===== src/rtl/tt_input_debounce_pkg.sv =====
// Shared constants for the ui_in input-conditioning block.
// Holds the default geometry and the depth of the per-bit synchroniser.
// The debounce top, its per-bit slice and its bus interface import it.
package tt_debounce_pkg;

  localparam int DEF_WIDTH           = 8;
  localparam int DEF_CNT_W           = 16;
  localparam int DEF_DEBOUNCE_CYCLES = 50000;
  localparam int SYNC_STAGES         = 2;

endpackage


===== src/rtl/tt_input_debounce_if.sv =====
// Bus bundle between the switch-bank conditioning stage and its neighbours.
//   ena     : count enable; low freezes the debounce counters
//   din     : raw asynchronous switch inputs
//   dout    : debounced levels
//   rise    : one-cycle pulse per bit on a 0->1 change of dout
//   fall    : one-cycle pulse per bit on a 1->0 change of dout
//   changed : registered OR of all rise/fall bits
// The master drives ena/din and observes the results.
// The slave is the debounce block itself.
interface tt_input_debounce_if
  import tt_debounce_pkg::*;
#(
  parameter int WIDTH = DEF_WIDTH
);
  logic             ena;
  logic [WIDTH-1:0] din;
  logic [WIDTH-1:0] dout;
  logic [WIDTH-1:0] rise;
  logic [WIDTH-1:0] fall;
  logic             changed;

  modport master (
    output ena, din,
    input  dout, rise, fall, changed
  );

  modport slave (
    input  ena, din,
    output dout, rise, fall, changed
  );
endinterface


===== src/rtl/tt_input_debounce_bit.sv =====
// One bit of the switch debouncer.
// Contains the synchroniser chain, the stability counter, the accepted
// level and the registered rise/fall strobes.
//   clk       : system clock
//   rst       : asynchronous active-high reset, clears every flop
//   ena_i     : count enable
//   din_i     : raw pad input
//   dout_o    : debounced level
//   rise_o    : one-cycle pulse when dout_o goes 0->1
//   fall_o    : one-cycle pulse when dout_o goes 1->0
//   accept_o  : combinational "level accepted this cycle".
//               The parent uses it to register its changed flag in step
//               with the strobes.
module tt_debounce_bit
  import tt_debounce_pkg::*;
#(
  parameter int CNT_W           = DEF_CNT_W,
  parameter int DEBOUNCE_CYCLES = DEF_DEBOUNCE_CYCLES
) (
  input  logic clk,
  input  logic rst,
  input  logic ena_i,
  input  logic din_i,
  output logic dout_o,
  output logic rise_o,
  output logic fall_o,
  output logic accept_o
);

  localparam logic [CNT_W-1:0] CNT_LAST = CNT_W'(DEBOUNCE_CYCLES - 1);

  logic [SYNC_STAGES-1:0] sync_q;
  logic                   s;
  logic [CNT_W-1:0]       cnt_q, cnt_d;
  logic                   dout_q, dout_d;
  logic                   rise_q, rise_d;
  logic                   fall_q, fall_d;

  assign s = sync_q[SYNC_STAGES-1];

  // The synchroniser always runs; ena only gates the stability counter.
  always_ff @(posedge clk or posedge rst) begin
    if (rst) begin
      sync_q <= '0;
    end else begin
      sync_q <= {sync_q[SYNC_STAGES-2:0], din_i};
    end
  end

  // Any return to the accepted level aborts the count.
  // This means a bounce shorter than DEBOUNCE_CYCLES never gets through.
  always_comb begin
    cnt_d  = cnt_q;
    dout_d = dout_q;
    rise_d = 1'b0;
    fall_d = 1'b0;
    if (s == dout_q) begin
      cnt_d = '0;
    end else if (ena_i) begin
      if (cnt_q == CNT_LAST) begin
        dout_d = s;
        cnt_d  = '0;
        rise_d = s;
        fall_d = ~s;
      end else begin
        cnt_d = cnt_q + CNT_W'(1);
      end
    end
  end

  always_ff @(posedge clk or posedge rst) begin
    if (rst) begin
      cnt_q  <= '0;
      dout_q <= 1'b0;
      rise_q <= 1'b0;
      fall_q <= 1'b0;
    end else begin
      cnt_q  <= cnt_d;
      dout_q <= dout_d;
      rise_q <= rise_d;
      fall_q <= fall_d;
    end
  end

  assign dout_o   = dout_q;
  assign rise_o   = rise_q;
  assign fall_o   = fall_q;
  assign accept_o = rise_d | fall_d;

endmodule


===== src/rtl/tt_input_debounce.sv =====
// Input conditioning stage for the ui_in switch bank.
// Each bit is synchronised and debounced independently by tt_debounce_bit.
// This level adds only the registered "any bit changed" flag.
//   clk : system clock
//   rst : asynchronous active-high reset
//   bus : tt_input_debounce_if slave.
//         Inputs ena/din; outputs dout/rise/fall/changed.
module tt_input_debounce
  import tt_debounce_pkg::*;
#(
  parameter int WIDTH           = DEF_WIDTH,
  parameter int CNT_W           = DEF_CNT_W,
  parameter int DEBOUNCE_CYCLES = DEF_DEBOUNCE_CYCLES
) (
  input  logic                clk,
  input  logic                rst,
  tt_input_debounce_if.slave  bus
);

  // The counter must be able to hold DEBOUNCE_CYCLES-1 without wrapping.
  if (DEBOUNCE_CYCLES < 1 || DEBOUNCE_CYCLES >= (1 << CNT_W)) begin : g_bad_cfg
    $error("tt_input_debounce: DEBOUNCE_CYCLES out of range for CNT_W");
  end

  logic [WIDTH-1:0] dout_w;
  logic [WIDTH-1:0] rise_w;
  logic [WIDTH-1:0] fall_w;
  logic [WIDTH-1:0] accept_w;
  logic             changed_q, changed_d;

  for (genvar i = 0; i < WIDTH; i++) begin : g_bit
    tt_debounce_bit #(
      .CNT_W           (CNT_W),
      .DEBOUNCE_CYCLES (DEBOUNCE_CYCLES)
    ) u_bit (
      .clk      (clk),
      .rst      (rst),
      .ena_i    (bus.ena),
      .din_i    (bus.din[i]),
      .dout_o   (dout_w[i]),
      .rise_o   (rise_w[i]),
      .fall_o   (fall_w[i]),
      .accept_o (accept_w[i])
    );
  end

  // Built from next-state strobes so the flag lands on the strobe cycle.
  always_comb begin
    changed_d = |accept_w;
  end

  always_ff @(posedge clk or posedge rst) begin
    if (rst) begin
      changed_q <= 1'b0;
    end else begin
      changed_q <= changed_d;
    end
  end

  assign bus.dout    = dout_w;
  assign bus.rise    = rise_w;
  assign bus.fall    = fall_w;
  assign bus.changed = changed_q;

endmodule

===== src/flat_wrapper.sv =====
// flat-port wrapper written by rule: the top's interface ports become plain ports
module tt_input_debounce_flat import tt_debounce_pkg::*;
#(
  parameter int WIDTH           = DEF_WIDTH,
  parameter int CNT_W           = DEF_CNT_W,
  parameter int DEBOUNCE_CYCLES = DEF_DEBOUNCE_CYCLES
)
  (clk, rst, bus_ena, bus_din, bus_dout, bus_rise, bus_fall, bus_changed);
  tt_input_debounce_if #(.WIDTH(WIDTH)) bus_i ();
  input  logic clk;
  input  logic rst;
  input wire logic [$bits(bus_i.ena)-1:0] bus_ena;
  input wire logic [$bits(bus_i.din)-1:0] bus_din;
  output wire logic [$bits(bus_i.dout)-1:0] bus_dout;
  output wire logic [$bits(bus_i.rise)-1:0] bus_rise;
  output wire logic [$bits(bus_i.fall)-1:0] bus_fall;
  output wire logic [$bits(bus_i.changed)-1:0] bus_changed;
  assign bus_i.ena = bus_ena;
  assign bus_i.din = bus_din;
  assign bus_dout = bus_i.dout;
  assign bus_rise = bus_i.rise;
  assign bus_fall = bus_i.fall;
  assign bus_changed = bus_i.changed;
  tt_input_debounce #(.WIDTH(WIDTH), .CNT_W(CNT_W), .DEBOUNCE_CYCLES(DEBOUNCE_CYCLES)) u_core (.clk(clk), .rst(rst), .bus(bus_i));
endmodule

===== config.mk =====
export PLATFORM = sky130hd
export DESIGN_NAME = tt_input_debounce_flat
export DESIGN_NICKNAME = d
export VERILOG_FILES = /design/src/rtl/tt_input_debounce_pkg.sv /design/src/rtl/tt_input_debounce_if.sv /design/src/rtl/tt_input_debounce_bit.sv /design/src/rtl/tt_input_debounce.sv /design/src/flat_wrapper.sv
export SDC_FILE = /design/constraint.sdc
export NUM_CORES = 1
export LEC_CHECK = 0
export ABC_CLOCK_PERIOD_IN_PS = 6000
export CORE_ASPECT_RATIO = 0.5
export CORE_MARGIN = 2
export CORE_UTILIZATION = 35
export CTS_CLUSTER_SIZE = 8
export DETAILED_ROUTE_END_ITERATION = 12
export PLACE_DENSITY = 0.48
export SLEW_MARGIN = 10
export SYNTH_ARGS = -nofsm -noshare
export SYNTH_HDL_FRONTEND = slang
export SYNTH_SLANG_ARGS = --single-unit
export TNS_END_PERCENT = 20

===== constraint.sdc =====
create_clock -name clk -period 6 [get_ports clk]
set_input_delay 0.6 -clock clk [delete_from_list [all_inputs] [get_ports clk]]
set_output_delay 0.6 -clock clk [all_outputs]
set_load 0.01 [all_outputs]

After elaboration in Yosys (flattened, before gate mapping). Cells that the tools add are included.

Register bits after elaboration: 169. Bits in latches: 0. Memory bits (writable): 0. ROM bits: 0. Input bits: 11. Output and inout port bits: 25. Logic and storage cells: 178. Memories: 0.

Add/subtract/negate cells: 8. Multipliers: 0. Div/mod/pow operators: 0. Order comparisons: 0. Equal/unequal tests: 16. Shift operators: 0. Multiplexer cells: 72. Bitwise logic cells: 24. Reductions and logical operators: 17.

Operator list (number): two-way mux 16 bit (24); adder 16 x 1 -> 16 bit, second input constant (8); == test 16 bit, second input constant (8); two-way mux 1 bit (48); AND reduction 3 bit (8); inverter 1 bit (16); nonzero test 2 bit (8); == test 1 bit (8); bitwise OR 1 bit (8); OR reduction 8 bit (1).

Logic depth before layout (Yosys ltp).
Word-level depth: 6. Depth in mapped cells: 8. Depth with buffers taken out: 6.

Modules after synthesis. From an unflattened synthesis, not the netlist that was laid out.

Cells, all modules: 1021. Area total of the unflattened synthesis: 9283.9 um2.

Modules (own cells, without submodules): tt_debounce_bit (times used 8, cells an instance 127, area an instance 1154.9 um2, seq. area each 525.5 um2); tt_input_debounce (times used 1, cells an instance 5, area an instance 45.0 um2, seq. area each 25.0 um2).

Worst setup path after synthesis. OpenSTA, ideal clock, no wires.

Path kind: register to register. Start: register u_core.g_bit[4].u_bit.cnt_q[0]. End: register u_core.g_bit[4].u_bit.cnt_q[11]. Library setup time: 82 ps. Arrival time: 1790 ps. Data required time: 5918 ps. Path slack: 4129 ps. Stages on the path, launching flop included: 9. Clock period less this slack: 1871 ps. Path through: dfrtp_1 -> ha_1 -> and3_1 -> buf_6 -> and4_4 -> or3_1 -> buf_2 -> a31o_1 -> a31oi_1.

Longest elaborated chain between the ends: 4. Elaborated cells between the ends (all ways): 5.

RTL lines: start: declaration (line tt_input_debounce_bit.sv:34) `logic [CNT_W-1:0] cnt_q, cnt_d;`; start signal: assignment (line tt_input_debounce_bit.sv:78) `cnt_q <= cnt_d;`; adder 16 x 1 -> 16 bit or == test 16 bit (tied branches) (line tt_input_debounce_bit.sv:66, tt_input_debounce_bit.sv:60); two-way mux 16 bit * (line tt_input_debounce_bit.sv:60) `if (cnt_q == CNT_LAST) begin`; two-way mux 16 bit * (line tt_input_debounce_bit.sv:59) `end else if (ena_i) begin`; two-way mux 16 bit * (line tt_input_debounce_bit.sv:57) `if (s == dout_q) begin`.

Mark *: on every way between the ends. The rest lies on a longest branch, timed or not. The select of a mux whose other input is x is not followed. A chain may end at the register's enable or synchronous reset.

Final worst setup path.
Start: register u_core.g_bit[3].u_bit.cnt_q[0]. End: register u_core.g_bit[3].u_bit.cnt_q[7].

Longest elaborated chain between the ends: 4. Elaborated cells between the ends (all ways): 5.

RTL lines (line): start: declaration (tt_input_debounce_bit.sv:34); start signal: assignment (tt_input_debounce_bit.sv:78); adder 16 x 1 -> 16 bit or == test 16 bit (tied branches) (tt_input_debounce_bit.sv:66, tt_input_debounce_bit.sv:60); two-way mux 16 bit * (tt_input_debounce_bit.sv:60); two-way mux 16 bit * (tt_input_debounce_bit.sv:59); two-way mux 16 bit * (tt_input_debounce_bit.sv:57).

Marked as above.

==> flow_metrics.tcl <==
set metrics [dict create \
    synth_seq_cells 169 \
    skew_ps 11.95 \
    grt_pass1_vias 6530 \
    cts_sinks 169 \
    viasPerCell 5.270 \
    path_max_fanout 13 \
    diodes 0 \
    ys_async_sr_fraction_pct 100.0 \
    postCtsSetupRepairBufs 0 \
    power_density_nw_per_um2 256.5 \
    layout.nets 917 \
    grt_pass1_wl_um 33240 \
    syn2layout_area_growth_pct 13.45 \
    hold_slack_ps 348.2 \
    gp_congestion 0.7998 \
    cp-end-kind "flop" \
    status "finished clean" \
    worstSetupPathType "reg -> reg" \
    hold_path_class "reg -> reg" \
    routedWlPerCell_um 15.47 \
    ant_nets 0 \
    wl_um 19290 \
    drive_gt1_share_pct 8.782 \
    root_buffer "clkbuf_16" \
    die_h_um 115.3 \
    grt_max_degree 85 \
    worstSkewPairLatency_ps 440 \
    cts_max_level 4 \
    grt_usage_pct 15.91 \
    place_hpwl_um 12770 \
    ys.warnings.count 0 \
    setup_viol 0 \
    fmax_mhz 429.3 \
    rsz0062_at_grt "no" \
    clkTransAtPathRegs_ps 70 \
    start_util_pct 35.85 \
    synth.cell_area_um2 8667 \
    dieArea_um2 26110 \
    maxCapViolCount 0 \
    syn_nets 907 \
    firstDrtPassIters 5 \
    via_count 6572 \
    finalHoldViolations 0 \
    leakage_nw 4.053 \
    worst_ir_drop_vdd_mv 0.1866 \
    total_power_mw 2.522 \
    fin_ws_ps 3671 \
    period_needed_ps 2329 \
    synthCells 888 \
    multi_input_area_um2 4066 \
    crit_path_start_kind "flop" \
    antenna_found_initial 0 \
    clockBufferDepth 2 \
    port_buffers 35 \
    core-area_um2 24170 \
    postCtsResizedCells 0 \
    tightestPinTransition_ps 811.7 \
    relSlewSlack_pct 45.69 \
    worstPathRequired_ps 6360 \
    layout_commonest_cell "dfrtp_1" \
    report.final.slew_viol_count 0 \
    fillers 2344 \
    drt_iter0_markers 432 \
    regArea_um2 4229 \
    hold_buffers 0 \
    synth.distinct_cells 76 \
    die_w_um 226.5 \
    std_cell_rows 40 \
    post-place-ws_ps 2937 \
    ys_seq_area_share_pct 48.79 \
    drc 0 \
    period_share_pct 38.82 \
    syn_avg_cell_area_um2 9.760 \
    layout_common_cells "dfrtp_1, nand2_1, nor2_1, nand3_1, xor2_1" \
    cts_tree "built" \
    ios 36 \
    synth_edf_count 0 \
    setup-tns-final_ps 0 \
    synthFlopType "dfrtp_1" \
    cts-buffers-inserted 17 \
    grt_overflow 0 \
    arrival_ps 2690 \
]
[critical path: stages, from the launching register on]
cell	delay (ps)
dfrtp_1	450
ha_1	260
and3_1	220
and4_1	260
nor2_1	660
o21ai_0	210
a31oi_1	200
[synthesized netlist by cell type, types with 5 or more instances]
library cell,number,share of area (%)
a31oi_1,25,1.8
nor3_1,18,1.0
a21o_1,5,0.43
a22o_1,6,0.61
nor2_1,80,3.5
o21ai_1,5,0.29
and2_1,7,0.51
o21ai_0,35,2.0
buf_4,26,2.3
a21oi_1,30,1.7
inv_1,19,0.82
dfrtp_1,169,49
nor4bb_1,5,0.58
nor4b_1,8,0.81
nor3b_1,10,0.87
and4b_1,5,0.58
nand3_1,48,2.8
nand2_1,105,4.5
nor2b_1,5,0.36
nand4_1,30,2.2
clkbuf_1,6,0.26
and3_1,26,1.9
ha_1,8,1.2
nor4_1,12,0.87
and4_1,13,1.3
xor2_1,39,3.9
xnor2_1,23,2.3
or3_1,12,0.87
buf_2,13,0.75
mux2_2,8,1.0
[registers in the layout, summed over array words and instances (netlist names)]
register and flops:
u_core.g_bit.u_bit.cnt_q 128, u_core.g_bit.u_bit.sync_q 16, u_core.g_bit.u_bit.dout_o 8, u_core.g_bit.u_bit.fall_o 8, u_core.g_bit.u_bit.rise_o 8, u_core.bus.changed 1
[logic make-up after synthesis]
family	count (synthesis)	synth area share, %
AO/OA/AOI/OAI	148	11.20
XOR/XNOR	65	6.828
adder cells (fa/ha/maj)	8	1.155
buffers and inverters	68	4.345
flip-flops	169	48.79
multiplexers	13	1.631
AND/OR/NAND/NOR	417	26.04
[stage by stage]
step	area (um2)	instances	utilization, %
final	9833	1247	40.68
after floorplan	8667	888	-
after CTS	9828	1247	40.66
after global placement	9166	1215	37.92
after detailed placement	9166	1215	37.92
after global routing	9833	1247	40.68
[where the power goes]
| group | switching (mW) | internal (mW) |
|---|---|---|
| sequential | 0.0168 | 1.15 |
| clock | 0.477 | 0.772 |
| combinational | 0.0747 | 0.0277 |
| total | 0.569 | 1.95 |
[layout make-up]
class / count / share of cell area (%)
timing repair buffer: 39 / 3.817
sequential: 169 / 43.01
tap: 336 / 4.275
clock inverter: 11 / 1.947
multi-input combinational: 651 / 41.35
inverter: 20 / 0.8144
clock buffer: 21 / 4.784
[layer usage]
metal / vias to the layer above / part of all wire (%) / wire length, um / GRT usage [%]
li1: 3217 / - / - / -
met1: 3257 / 49 / 9545 / 21.30
met2: 80 / 47 / 9015 / 25.85
met3: 18 / 2.7 / 524 / 3.373
met4: 0 / 1.1 / 206 / 5.395
met5: - / 0 / 0 / 0
[worst paths after layout]
path	depth (start not counted)	endpoint	startpoint	slack [ps]
min in group asynchronous	2	u_core.g_bit[5].u_bit.cnt_q[13]$_DFFE_PP0P_	rst	680
min	0	u_core.g_bit[4].u_bit.sync_q[1]$_DFF_PP0_	u_core.g_bit[4].u_bit.sync_q[0]$_DFF_PP0_	350
max in group asynchronous	3	u_core.g_bit[6].u_bit.cnt_q[10]$_DFFE_PP0P_	rst	4230
max reg2reg	6	u_core.g_bit[3].u_bit.cnt_q[7]$_DFFE_PP0P_	u_core.g_bit[3].u_bit.cnt_q[0]$_DFFE_PP0P_	3670
max	6	u_core.g_bit[3].u_bit.cnt_q[7]$_DFFE_PP0P_	u_core.g_bit[3].u_bit.cnt_q[0]$_DFFE_PP0P_	3670
min reg2reg	0	u_core.g_bit[4].u_bit.sync_q[1]$_DFF_PP0_	u_core.g_bit[4].u_bit.sync_q[0]$_DFF_PP0_	350
Power figures use the tool's default switching activity.
